$ cat src/rtl/fpu_rnd_sched_pkg.sv
// Shared constants and operand/result types for the FPU rounding scheduler,
// its rounder and the producers that feed it.
package fpu_rnd_pkg;

    localparam int NREQ_D    = 3;
    localparam int OPW_D     = 72;
    localparam int RESW_D    = 64;
    localparam int RND_LAT_D = 2;
    localparam int DEPTH_D   = 4;

    function automatic int tagWidth(input int n);
        return (n > 1) ? $clog2(n) : 1;
    endfunction

    typedef logic [tagWidth(NREQ_D)-1:0] tag_t;

    typedef enum logic [2:0] {
        RM_RNE = 3'd0,
        RM_RTZ = 3'd1,
        RM_RDN = 3'd2,
        RM_RUP = 3'd3,
        RM_RMM = 3'd4
    } rmode_e;

    // Significand carries guard/round bits ahead of rounding.
    typedef struct packed {
        logic        sign;
        logic [10:0] exp;
        logic [54:0] sig;
        rmode_e      rm;
        logic        db;
        logic        ovfEn;
    } rnd_op_t;

    typedef struct packed {
        logic        sign;
        logic [10:0] exp;
        logic [51:0] frac;
    } rnd_res_t;

endpackage

$ cat src/rtl/fpu_rnd_sched_if.sv
// Producer, rounder and consumer signals of the rounding scheduler;
// the scheduler connects through the slave modport.
interface fpu_rnd_sched_if #(
    parameter int NREQ = 3,
    parameter int OPW  = 72,
    parameter int RESW = 64,
    parameter int TW   = 2
);
    logic [NREQ-1:0]     req_valid;
    logic [NREQ-1:0]     req_ready;
    logic [NREQ*OPW-1:0] req_op;
    logic                rnd_valid;
    logic [OPW-1:0]      rnd_op;
    logic [RESW-1:0]     rnd_res;
    logic                res_valid;
    logic                res_ready;
    logic [RESW-1:0]     res_data;
    logic [TW-1:0]       res_tag;

    modport master (
        output req_valid, req_op, rnd_res, res_ready,
        input  req_ready, rnd_valid, rnd_op, res_valid, res_data, res_tag
    );

    modport slave (
        input  req_valid, req_op, rnd_res, res_ready,
        output req_ready, rnd_valid, rnd_op, res_valid, res_data, res_tag
    );
endinterface

$ cat src/rtl/fpu_rnd_sched_rr_arb.sv
// Round-robin arbiter: searches upward from i_ptr+1 with wrap and returns
// a one-hot grant plus the granted index.
module rnd_rr_arb
    import fpu_rnd_pkg::*;
#(
    parameter int N  = 3,
    parameter int TW = tagWidth(N)
) (
    input  logic [N-1:0]  i_req,
    input  logic [TW-1:0] i_ptr,
    output logic [N-1:0]  o_gnt,
    output logic [TW-1:0] o_idx
);
    int   w_cand;
    logic w_found;

    always_comb begin
        o_gnt   = '0;
        o_idx   = '0;
        w_found = 1'b0;
        w_cand  = 0;
        for (int k = 1; k <= N; k++) begin
            w_cand = (int'(i_ptr) + k) % N;
            if (!w_found && i_req[w_cand]) begin
                w_found       = 1'b1;
                o_gnt[w_cand] = 1'b1;
                o_idx         = TW'(w_cand);
            end
        end
    end
endmodule

$ cat src/rtl/fpu_rnd_sched.sv
// Shares one fixed-latency rounder among NREQ producers with credit-limited issue
// and an in-order tagged result FIFO. Define FPU_RND_PRIO_EN to give requester 0 absolute priority.
module fpu_rnd_sched
    import fpu_rnd_pkg::*;
#(
    parameter int NREQ    = NREQ_D,
    parameter int OPW     = OPW_D,
    parameter int RESW    = RESW_D,
    parameter int RND_LAT = RND_LAT_D,
    parameter int DEPTH   = DEPTH_D,
    localparam int TW     = tagWidth(NREQ)
) (
    input logic            clk,
    input logic            rst,
    fpu_rnd_sched_if.slave bus
);
    localparam int PW = (DEPTH > 1) ? $clog2(DEPTH) : 1;
    localparam int CW = $clog2(DEPTH + 1);

    logic [TW-1:0]   r_ptr;
    logic [CW-1:0]   r_occ;
    logic            r_rndValid;
    logic [OPW-1:0]  r_rndOp;
    logic [TW-1:0]   r_issueTag;
    logic [RND_LAT-1:0] r_pipeValid;
    logic [TW-1:0]   r_pipeTag [RND_LAT];
    logic [RESW-1:0] r_fifoData [DEPTH];
    logic [TW-1:0]   r_fifoTag [DEPTH];
    logic [PW-1:0]   r_wrPtr;
    logic [PW-1:0]   r_rdPtr;
    logic [CW-1:0]   r_fifoCnt;

    logic [NREQ-1:0] w_arbReq;
    logic [NREQ-1:0] w_arbGnt;
    logic [TW-1:0]   w_arbIdx;
    logic [NREQ-1:0] w_gnt;
    logic [TW-1:0]   w_idx;
    logic [OPW-1:0]  w_opSel;
    logic            w_allow;
    logic            w_hs;
    logic            w_ptrUpd;
    logic            w_push;
    logic            w_pop;

    function automatic logic [PW-1:0] nextPtr(input logic [PW-1:0] p);
        return (p == PW'(DEPTH - 1)) ? '0 : p + 1'b1;
    endfunction

`ifdef FPU_RND_PRIO_EN
    assign w_arbReq = bus.req_valid & ~NREQ'(1);
    assign w_ptrUpd = w_hs && !bus.req_valid[0];
`else
    assign w_arbReq = bus.req_valid;
    assign w_ptrUpd = w_hs;
`endif

    rnd_rr_arb #(.N(NREQ), .TW(TW)) u_arb (
        .i_req (w_arbReq),
        .i_ptr (r_ptr),
        .o_gnt (w_arbGnt),
        .o_idx (w_arbIdx)
    );

    // A full credit pool blocks issue even when a pop is happening this cycle.
    assign w_allow = (r_occ < CW'(DEPTH)) && !rst;

    always_comb begin
        w_gnt = w_arbGnt;
        w_idx = w_arbIdx;
`ifdef FPU_RND_PRIO_EN
        if (bus.req_valid[0]) begin
            w_gnt = NREQ'(1);
            w_idx = '0;
        end
`endif
        if (!w_allow) begin
            w_gnt = '0;
        end
    end

    assign w_hs          = |(bus.req_valid & w_gnt);
    assign w_opSel       = bus.req_op[w_idx*OPW +: OPW];
    assign w_push        = r_pipeValid[RND_LAT-1];
    assign w_pop         = (r_fifoCnt != '0) && bus.res_ready;

    assign bus.req_ready = w_gnt;
    assign bus.rnd_valid = r_rndValid;
    assign bus.rnd_op    = r_rndOp;
    assign bus.res_valid = (r_fifoCnt != '0);
    assign bus.res_data  = bus.res_valid ? r_fifoData[r_rdPtr] : '0;
    assign bus.res_tag   = bus.res_valid ? r_fifoTag[r_rdPtr] : '0;

    always_ff @(posedge clk) begin
        if (rst) begin
            r_rndValid <= 1'b0;
            r_rndOp    <= '0;
            r_issueTag <= '0;
            r_ptr      <= TW'(NREQ - 1);
            r_occ      <= '0;
        end else begin
            r_rndValid <= w_hs;
            if (w_hs) begin
                r_rndOp    <= w_opSel;
                r_issueTag <= w_idx;
            end
            if (w_ptrUpd) begin
                r_ptr <= w_idx;
            end
            if (w_hs && !w_pop) begin
                r_occ <= r_occ + 1'b1;
            end else if (!w_hs && w_pop) begin
                r_occ <= r_occ - 1'b1;
            end
        end
    end

    // Tag pipe mirrors the rounder so the last stage lines up with rnd_res.
    always_ff @(posedge clk) begin
        if (rst) begin
            r_pipeValid <= '0;
            for (int i = 0; i < RND_LAT; i++) begin
                r_pipeTag[i] <= '0;
            end
        end else begin
            r_pipeValid[0] <= r_rndValid;
            r_pipeTag[0]   <= r_issueTag;
            for (int i = 1; i < RND_LAT; i++) begin
                r_pipeValid[i] <= r_pipeValid[i-1];
                r_pipeTag[i]   <= r_pipeTag[i-1];
            end
        end
    end

    always_ff @(posedge clk) begin
        if (rst) begin
            r_wrPtr   <= '0;
            r_rdPtr   <= '0;
            r_fifoCnt <= '0;
        end else begin
            if (w_push) begin
                r_wrPtr <= nextPtr(r_wrPtr);
            end
            if (w_pop) begin
                r_rdPtr <= nextPtr(r_rdPtr);
            end
            if (w_push && !w_pop) begin
                r_fifoCnt <= r_fifoCnt + 1'b1;
            end else if (!w_push && w_pop) begin
                r_fifoCnt <= r_fifoCnt - 1'b1;
            end
        end
    end

    always_ff @(posedge clk) begin
        if (w_push && !rst) begin
            r_fifoData[r_wrPtr] <= bus.rnd_res;
            r_fifoTag[r_wrPtr]  <= r_pipeTag[RND_LAT-1];
        end
    end
endmodule
$ cat src/flat_wrapper.sv
// flat-port wrapper written by rule: the top's interface ports become plain ports
module fpu_rnd_sched_flat import fpu_rnd_pkg::*;
#(
    parameter int NREQ    = NREQ_D,
    parameter int OPW     = OPW_D,
    parameter int RESW    = RESW_D,
    parameter int RND_LAT = RND_LAT_D,
    parameter int DEPTH   = DEPTH_D,
    localparam int TW     = tagWidth(NREQ)
)
  (clk, rst, bus_req_valid, bus_req_op, bus_rnd_res, bus_res_ready, bus_req_ready, bus_rnd_valid, bus_rnd_op, bus_res_valid, bus_res_data, bus_res_tag);
  fpu_rnd_sched_if #(.NREQ(NREQ), .OPW(OPW), .RESW(RESW)) bus_i ();
  input logic clk;
  input logic rst;
  input wire logic [$bits(bus_i.req_valid)-1:0] bus_req_valid;
  input wire logic [$bits(bus_i.req_op)-1:0] bus_req_op;
  input wire logic [$bits(bus_i.rnd_res)-1:0] bus_rnd_res;
  input wire logic [$bits(bus_i.res_ready)-1:0] bus_res_ready;
  output wire logic [$bits(bus_i.req_ready)-1:0] bus_req_ready;
  output wire logic [$bits(bus_i.rnd_valid)-1:0] bus_rnd_valid;
  output wire logic [$bits(bus_i.rnd_op)-1:0] bus_rnd_op;
  output wire logic [$bits(bus_i.res_valid)-1:0] bus_res_valid;
  output wire logic [$bits(bus_i.res_data)-1:0] bus_res_data;
  output wire logic [$bits(bus_i.res_tag)-1:0] bus_res_tag;
  assign bus_i.req_valid = bus_req_valid;
  assign bus_i.req_op = bus_req_op;
  assign bus_i.rnd_res = bus_rnd_res;
  assign bus_i.res_ready = bus_res_ready;
  assign bus_req_ready = bus_i.req_ready;
  assign bus_rnd_valid = bus_i.rnd_valid;
  assign bus_rnd_op = bus_i.rnd_op;
  assign bus_res_valid = bus_i.res_valid;
  assign bus_res_data = bus_i.res_data;
  assign bus_res_tag = bus_i.res_tag;
  fpu_rnd_sched #(.NREQ(NREQ), .OPW(OPW), .RESW(RESW), .RND_LAT(RND_LAT), .DEPTH(DEPTH)) u_core (.clk(clk), .rst(rst), .bus(bus_i));
endmodule
$ cat config.mk
export PLATFORM = sky130hd
export DESIGN_NAME = fpu_rnd_sched_flat
export DESIGN_NICKNAME = d
export VERILOG_FILES = /design/src/rtl/fpu_rnd_sched_pkg.sv /design/src/rtl/fpu_rnd_sched_if.sv /design/src/rtl/fpu_rnd_sched_rr_arb.sv /design/src/rtl/fpu_rnd_sched.sv /design/src/flat_wrapper.sv
export SDC_FILE = /design/constraint.sdc
export NUM_CORES = 1
export LEC_CHECK = 0
export ABC_AREA = 1
export BUFFER_PORTS_ARGS = -buffer_cell sky130_fd_sc_hd__buf_2
export CORE_ASPECT_RATIO = 1.2
export CORE_MARGIN = 2
export CORE_UTILIZATION = 45
export DETAILED_ROUTE_END_ITERATION = 8
export PLACE_DENSITY = 0.72
export SYNTH_ARGS = -nofsm -noshare
export SYNTH_HDL_FRONTEND = slang
export SYNTH_SLANG_ARGS = --single-unit
export TNS_END_PERCENT = 1
$ cat constraint.sdc
create_clock -name clk -period 6 [get_ports clk]
set_clock_uncertainty 0.05 [all_clocks]
set_input_delay 0.6 -clock clk [delete_from_list [all_inputs] [get_ports clk]]
set_output_delay 0.6 -clock clk [all_outputs]
set_load 0.02 [all_outputs]
; ---- Yosys cells after proc, flatten, opt, wreduce, memory -nomap -nowiden
; Memories as Yosys holds them, arrays and structs flattened. A register that Yosys moved wholly into a read port is not among the register bits.
; Index checks and enable logic that the tools add are counted.
[totals]
reg_bits = 89
latch_bits = 0
ramBits = 268
romBits = 0
inputBits = 286
out_inout_bits = 143
elab_cells = 105
n_memories = 3
[classes]
addsub = 9
n_mul = 1
div = 3
order_cmp = 7
n_eq_ne = 2
shifts = 1
n_mux = 43
bitwise = 5
n_reduce_logical = 22
[mem_list]
columns = name, depth, width, read_ports, rd_clocked_by_memory_dff, write_ports, line
row1 = u_core.r_fifoData, 4, 64, 1, 1, 1, fpu_rnd_sched.sv:27  ; logic [RESW-1:0] r_fifoData [DEPTH];
row2 = u_core.r_fifoTag, 4, 2, 1, 1, 1, fpu_rnd_sched.sv:28  ; logic [TW-1:0] r_fifoTag [DEPTH];
row3 = u_core.r_pipeTag, 2, 2, 2, 0, 2, fpu_rnd_sched.sv:26  ; logic [TW-1:0] r_pipeTag [RND_LAT];
[op_table]
columns = cell, count
row1 = $shiftx A216 B10 Y72, 1
row2 = $ge A32 B1 Y1 const B, 3
row3 = $lt A32 B4 Y1 const B, 3
row4 = $mod A32 B3 Y32 const B, 3
row5 = $mux W64, 1
row6 = $mux W2, 12
row7 = $mux W3, 8
row8 = $mux W1, 16
row9 = $logic_and A1 B1 Y1, 12
row10 = $add A2 B2 Y3 const B, 2
row11 = $add A3 B1 Y3 const B, 2
row12 = $bmux W1 S2, 3
row13 = $demux W1 S2, 3
row14 = $logic_not A1 Y1, 6
row15 = $mul A2 B4 Y6 const B, 1
row16 = $or A3 B3 Y3, 2
row17 = $sub A3 B1 Y3 const B, 2
row18 = $add A2 B1 Y2 const B, 2
row19 = $eq A2 B2 Y1 const B, 2
row20 = $reduce_bool A2 Y1, 2
row21 = $add A2 B1 Y3 const B, 1
row22 = $and A3 B3 Y3, 1
row23 = $lt A3 B3 Y1 const B, 1
row24 = $reduce_bool A3 Y1, 1
row25 = other kinds (2), 3

; ---- Depth between registers and ports, before layout
; Gate-level depths: netlist of the first run.
[depth]
word_depth = 19
mapped_depth = 20
mapped_depth_nobuf = 19

; ---- Hierarchy
; Synthesis of the first run repeated with hierarchy kept, for this count alone.
[unflattened]
cells_unflattened = 1832
hier_area_um2 = 16037.9
[by_module_without_submodules]
columns = mod, n_inst, cells_per_inst, area_per_inst_um2, seq_area_each_um2
row1 = fpu_rnd_sched, 1, 1774, 15721.3, 9809.4
row2 = rnd_rr_arb, 1, 58, 316.6, 0.0

; ---- Least setup slack after synthesis of the first run
; No wires, ideal clock.
[synth_timing]
path_type = input-to-reg
startpoint = input rst
endpoint = memory u_core.r_fifoData[0][0], enable pin
setup_time_ns = 0.490
arrival_ns = 3.788
required_time_ns = 5.460
slack_ns = 1.672
path_stages = 4
path_buffers = 1
path_cell_list = clkbuf_1 inv_2 nand2_1 nor2_1
[synth_via]
elab_chain_len = 4
[synth_rtl]
columns = item, line
row1 = "start, declared", flat_wrapper.sv:14  ; input logic rst;
row2 = $logic_not A1 Y1, fpu_rnd_sched.sv:155  ; if (w_push && !rst) begin
row3 = $logic_and A1 B1 Y1, fpu_rnd_sched.sv:155
row4 = $mux W1, fpu_rnd_sched.sv:155
row5 = $mux W1 (not written as such), fpu_rnd_sched.sv:156  ; r_fifoData[r_wrPtr] <= bus.rnd_res;
row6 = "end, declared", fpu_rnd_sched.sv:27
; No other way between the ends.

==> results of run 1 <==
## per-stage QoR
stage               instance area (sq um)  total power (W)
CTS                                 20290          0.01015
global route                        20300          0.01078
detailed placement                  19140         0.007936
finish                              20310          0.01007
global placement                    19140         0.007882
floorplan                           16840         0.006548
## registers in the layout, indices dropped and copies added (netlist names), 2 cells and up, named ones only
signal and cells:
u_core.r_pipeValid 2, u_core.r_fifoTag 8, u_core.r_fifoCnt 3, u_core.r_pipeTag 4
u_core.bus.rnd_op 72, u_core.r_issueTag 2, u_core.r_occ 3, u_core.r_rdPtr 2
u_core.r_fifoData 256, u_core.r_wrPtr 2
## final timing paths
| check | from | endpoint | slack [ps] | cells past startpoint |
|---|---|---|---|---|
| max | u_core.r_issueTag[0] | u_core.r_occ[2] | 1760 | 19 |
| min | bus_rnd_res[0] | u_core.r_fifoData[0][0] | 220 | 1 |
| min reg2reg | u_core.r_pipeTag[0][1] | u_core.r_pipeTag[0][3] | 350 | 2 |
| max reg2reg | u_core.r_issueTag[0] | u_core.r_occ[2] | 1760 | 19 |
## worst max-delay path, stage by stage (launching register included)
cell and delay, ps:
dfxtp_1 360, inv_1 80, ha_1 420, inv_2 110, nand3_2 150, nand3_4 100
nor2_4 150, nand3_2 90, nand2_2 60, buf_4 580, nand2_2 100, buf_4 410
nand3_1 260, ha_1 210, inv_1 70, fa_1 380, a21oi_1 140, o21ai_0 110
xor2_1 160, nor2_1 50
## cell usage in the layout (no fill, tap or decap), types with 3 or more instances in the layout
| cell | n |
|---|---|
| a21oi_1 | 73 |
| buf_2 | 428 |
| buf_4 | 17 |
| bufinv_16 | 3 |
| clkbuf_1 | 8 |
| clkbuf_16 | 36 |
| clkinv_1 | 4 |
| clkinv_2 | 6 |
| dfxtp_1 | 92 |
| diode_2 | 7 |
| edfxtp_1 | 264 |
| ha_1 | 11 |
| inv_1 | 172 |
| inv_2 | 7 |
| nand2_1 | 243 |
| nand2_2 | 3 |
| nand3_1 | 156 |
| nand3_2 | 3 |
| nand3_4 | 3 |
| nand3b_1 | 72 |
| nand4_1 | 73 |
| nor2_1 | 424 |
| nor2_4 | 6 |
| o21ai_0 | 142 |
## kinds of logic (layout without fill, tap and decap cells)
logic type | count (synthesis) | count (layout) | synth area share
DFF | 358 | 358 | 0.5824
xor gates and xnor gates | 1 | 1 | 0.0005201
buffers and inverters | 315 | 689 | 0.07822
and+or+nand+nor | 985 | 985 | 0.2614
other | 0 | 7 | 0
AOI/OAI and AO/OA | 220 | 220 | 0.06693
adders and majority gates | 13 | 13 | 0.01055
## cell type report
class,count,share of cell area
tap,474,0.02920
clock inverter,17,0.009488
antenna,7,0.0008625
timing repair buffer,445,0.1118
inverter,181,0.03364
sequential,358,0.4833
clock buffer,46,0.04719
multi-input combinational,1219,0.2846
## metal layers
layer	routed length, microns	GRT usage	vias up
li1	-	-	6999
met1	18330	0.2851	6519
met2	23380	0.4102	616
met3	3616	0.04286	114
met4	2284	0.1183	6
met5	40	0	-
## power groups by stage
| stage | logic (W) | clock network, W | registers, W |
|---|---|---|---|
| 2_1_floorplan | 0.00339 | 0 | 0.00316 |
| 3_3_place_gp | 0.00477 | 0 | 0.00311 |
| 3_5_place_dp | 0.00482 | 0 | 0.00312 |
| 4_1_cts | 0.00484 | 0.00224 | 0.00307 |
| 5_1_grt | 0.00535 | 0.00234 | 0.00309 |
| 6_report | 0.00481 | 0.00220 | 0.00306 |
==> results.md, run 1 <==
- Status: finished clean
- Final Wtd Congestion: 0.8608
- # resized after CTS: 0
- Post-route ant nets: 0
- Total CTS buffers: 36
- Avg Cell Area, Syn: 8.903 sq um
- TritonCTS clock tree: built
- Hold Crit Class: input pin to flop
- Vias in the first global route: 13770
- Top cells by area, synth: edfxtp_1, dfxtp_1, nor2_1, nand2_1, nand3_1
- Leak: roughly 9.1 nW
- Clock Power Share: 0.218
- Synthesized area: 16840 sq um
- Register area share after synthesis: 0.5824
- Starting density of the core: 0.4565
- Fin Hold WS: 221.8 ps
- Clk Latency, worst-skew pair: 540 ps
- Initial antenna violation count: 10
- Core Util, Final: 0.5504
- Worst-path clk slew: 60 ps
- Max Fclk: 235.6 MHz
- P_sw: ~0.0045 W
- Multi-input gate area: a little under 6000 sq um
- Final WS setup: approximately 1800 ps
- Synth unique cells: 30
- Critical path required time: about 6400 ps
- Post CTS Setup Buffer Count: 0
- First-pass GRT wire length: about 73000 microns
- Top cell type by total area after synthesis: edfxtp_1
- Mapped Cells: roughly 1900
- Tot GR Track Use: 0.2375
- # clock sinks: between 300 and 400
- FFs w/ async S/R, synth: 0
- Period utilization: 0.7073
- Row count: 77
- Final setup viols: 0
- Critical path class: flop to flop
- Worst setup EP type: flop
- Peak supply drop: 0.3448 mV
- Pwr per Cell Area: about 500 nW/um^2
- Relative max-transition margin: 0.3589
- Arr. time, crit path: 4600 ps
- Grt total ovfl: 0
- Max FO, Critical Path: 76
- Max cap viols: 0
- Yosys reg bits: 358
- IO Port Bufs: 428
- Sequential Power Share: 0.304
- Final hold viol count: 0
- Placed Cells: 2677
- Post-place setup slack: ~1700 ps
- Wirelength per Cell: 17.35 microns
- Post-synth top area share: 0.4707
- Die area: between 30000 and 40000 sq um
- Initial DRC Count: around 930
- Post-synth top cells: nor2_1, edfxtp_1, nand2_1
- Htree depth: 2
- Area Growth Syn to Fin: 20.57%
- Most numerous cell in the Yosys netlist: nor2_1
- Tightest Pin Transition: 961.7 ps
- Layout cell share with drive strength beyond 1: 0.2312
- Internal power: 0.005597 W
- Die width: 180.6 microns
- Worst-case clock buffer depth: 3
- Logic pwr share: 0.478
- Net switching fraction of the power: 0.4442
- Die Span Y: 215.9 microns
- Vias: between 10000 and 15000
- Fin. max-slew vios: 0
- FILL cells: 3330
- CORE AREA: ~37000 sq um
- Total Wirelength: approximately 48000 microns
- Register area: 9814 sq um
- Pre-Repair DR Iteration Count: 7
- Vias/cell: around 5.2
- I/O Pins: 429
- CP startpoint kind: flop
- Synth Flop Type: edfxtp_1
- Post-synth EDFFs: 264
- Post-route insts no fill: 2747
- Largest net degree at the start of global routing: 81
- Post-CTS Hold Buffers: 0
- Setup TNS: 0 ps
- Root Driver: clkbuf_16
- RSZ-0062 raised after global routing: no
- Syn_nets: roughly 2200
- Final layout net count: approximately 2500
- Final min period: between 4000 and 5000 ps
- Detail Placement HPWL: 31230 microns
- DRC Markers: 0
- Synth Warn #: 0
Power figures use the tool's default switching activity.
==> inputs of run 2 (changes only) <==
==> constraint.sdc (replaced) <==
create_clock -name clk -period 4.45 [get_ports clk]
set_clock_uncertainty 0.05 [all_clocks]
set_input_delay 0.445 -clock clk [delete_from_list [all_inputs] [get_ports clk]]
set_output_delay 0.445 -clock clk [all_outputs]
set_load 0.02 [all_outputs]
==> run 2 against run 1 <==
Non-clock buffer count up 3. Highest routed layer unchanged. Wire length grew 1.9%. Utilization rose by 0.068 points. Worst setup slack lost 810 ps. Cell count did not move. Die area stayed put. Via count rose by 1.5%. Combinational power is 38% higher. Critical path depth shrank 7. Worst hold slack got worse by 140 ps.
==> results.md, run 2 (same netlist as run 1, synthesis figures left out) <==
- Vias/cell: 5.269
- Starting density of the core: 0.4565
- Vias in the first global route: 13730
- Fin. max-slew vios: 0
- Die Span Y: 215.9 microns
- First-pass GRT wire length: between 70000 and 80000 microns
- Period utilization: 0.7872
- Vias: 14470
- Leak: roughly 9.1 nW
- Internal power: between 0.007 and 0.008 W
- # clock sinks: 358
- Sequential Power Share: 0.299
- Initial DRC Count: 1030
- Status: finished clean
- Worst-case clock buffer depth: 3
- Arr. time, crit path: between 3000 and 4000 ps
- Final layout net count: ~2500
- Largest net degree at the start of global routing: 109
- FILL cells: approximately 3300
- I/O Pins: ~430
- P_sw: 0.006064 W
- Biggest register: u_core.r_fifoData
- Net switching fraction of the power: 0.4452
- CORE AREA: 36900 sq um
- Relative max-transition margin: 0.2888
- Initial antenna violation count: 8
- Htree depth: 2
- Peak supply drop: 0.4364 mV
- Post-CTS Hold Buffers: 0
- Worst path max stage delay: 630 ps
- Tightest Pin Transition: 1067 ps
- Setup crit start: u_core.r_issueTag[0]
- Die width: between 150 and 200 microns
- # resized after CTS: 0
- Hold path startpoint: bus_rnd_res[61]
- Total Wirelength: 48570 microns
- Critical path required time: 3950 ps
- Area Growth Syn to Fin: 20.72%
- Most common cell after layout, fill and taps aside: buf_2
- Final setup viols: 0
- Most frequent cells in the layout: buf_2, nor2_1, edfxtp_1
- Total CTS buffers: 36
- Setup TNS: 0 ps
- Detail Placement HPWL: 31050 microns
- Post-route ant nets: 0
- Worst setup EP type: output port
- Max cap viols: 0
- IO Port Bufs: 428
- RSZ-0062 raised after global routing: no
- Grt total ovfl: 0
- Tot GR Track Use: 0.2395
- Slowest stage cell, crit path: buf_4
- Max Fclk: 285.5 MHz
- Final WS setup: 946.9 ps
- CP Cell Sequence: inv_1 -> ha_1 -> inv_2 -> nand3_2 -> nand3_4 -> nor2_4 -> nand3_2 -> nand2_2 -> nand2_2 -> buf_4 -> inv_1 -> buf_2
- Post CTS Setup Buffer Count: 0
- Worst-path clk slew: ~60 ps
- Largest register FFs: 256
- Pwr per Cell Area: 669.8 nW/um^2
- DRC Markers: 0
- Max FO, Critical Path: 76
- CP startpoint kind: flop
- Wirelength per Cell: about 18 microns
- Final min period: around 3500 ps
- Die area: about 39000 sq um
- Final hold viol count: 0
- TritonCTS clock tree: built
- Logic pwr share: 0.487
- Root Driver: clkbuf_16
- Final Wtd Congestion: 0.8736
- Post-place setup slack: 1128 ps
- Clock Power Share: 0.214
- Clk Latency, worst-skew pair: roughly 520 ps
- Row count: 77
- Critical path class: flop to output port
- Hold Crit Class: input pin to flop
- Reg2reg start: u_core.r_issueTag[0]
- Layout cell share with drive strength beyond 1: 0.2315
- Pre-Repair DR Iteration Count: 6
==> run 2: area by class of cell <==
class	instances	area [sq um]	share of cell area
sequential	358	9814	0.4827
multi-input combinational	1219	5779	0.2842
timing repair buffer	448	2330	0.1146
clock buffer	44	952.2	0.04683
inverter	181	684.4	0.03366
tap	474	593.1	0.02917
clock inverter	18	167.7	0.008246
antenna	5	12.51	0.0006153
==> run 2: per-stage QoR <==
step                instances  total power [W]  instance area, sq um  utilization  hold slack (ps)
finish                   2747          0.01362                 20330       0.5510            78.57
global route             2744          0.01451                 20330       0.5508            69.95
CTS                      2742          0.01372                 20320       0.5507            54.95
detailed placement       2680          0.01078                 19200       0.5204            346.7
global placement         2680          0.01071                 19200       0.5204            348.4
floorplan                1892         0.008829                 16840            -            338.3
==> run 2: power groups by stage <==
stage                     registers [W]  clock network [W]  logic, W
after detailed placement        0.00415                  0   0.00663
after floorplan                 0.00426                  0   0.00457
after CTS                       0.00408            0.00297   0.00667
after global routing            0.00410            0.00310   0.00731
final                           0.00407            0.00291   0.00664
after global placement          0.00413                  0   0.00658
==> run 2: worst paths after layout <==
path / cells past startpoint / slack [ps] / to
worst max-delay path: 12 / 950 / bus_req_ready[1]
worst max register to register: 17 / 1090 / u_core.bus.rnd_op[20]
worst min register to register: 2 / 350 / u_core.r_pipeTag[0][3]
worst min-delay path: 1 / 80 / u_core.r_fifoData[0][61]
==> run 2: critical path: cells and delay by family, from the launching register on <==
family / cells / cell delay (ps)
flops: 1 / 350
fa+ha+maj: 1 / 390
buf+inv: 5 / 1210
simple gates: 6 / 530
==> run 2: layer usage <==
| metal | global-route usage | part of all wire |
|---|---|---|
| met4 | 0.09973 | 0.041 |
| met5 | 0 | 0.00099 |
| met1 | 0.2841 | 0.38 |
| met2 | 0.4274 | 0.50 |
| met3 | 0.04252 | 0.079 |
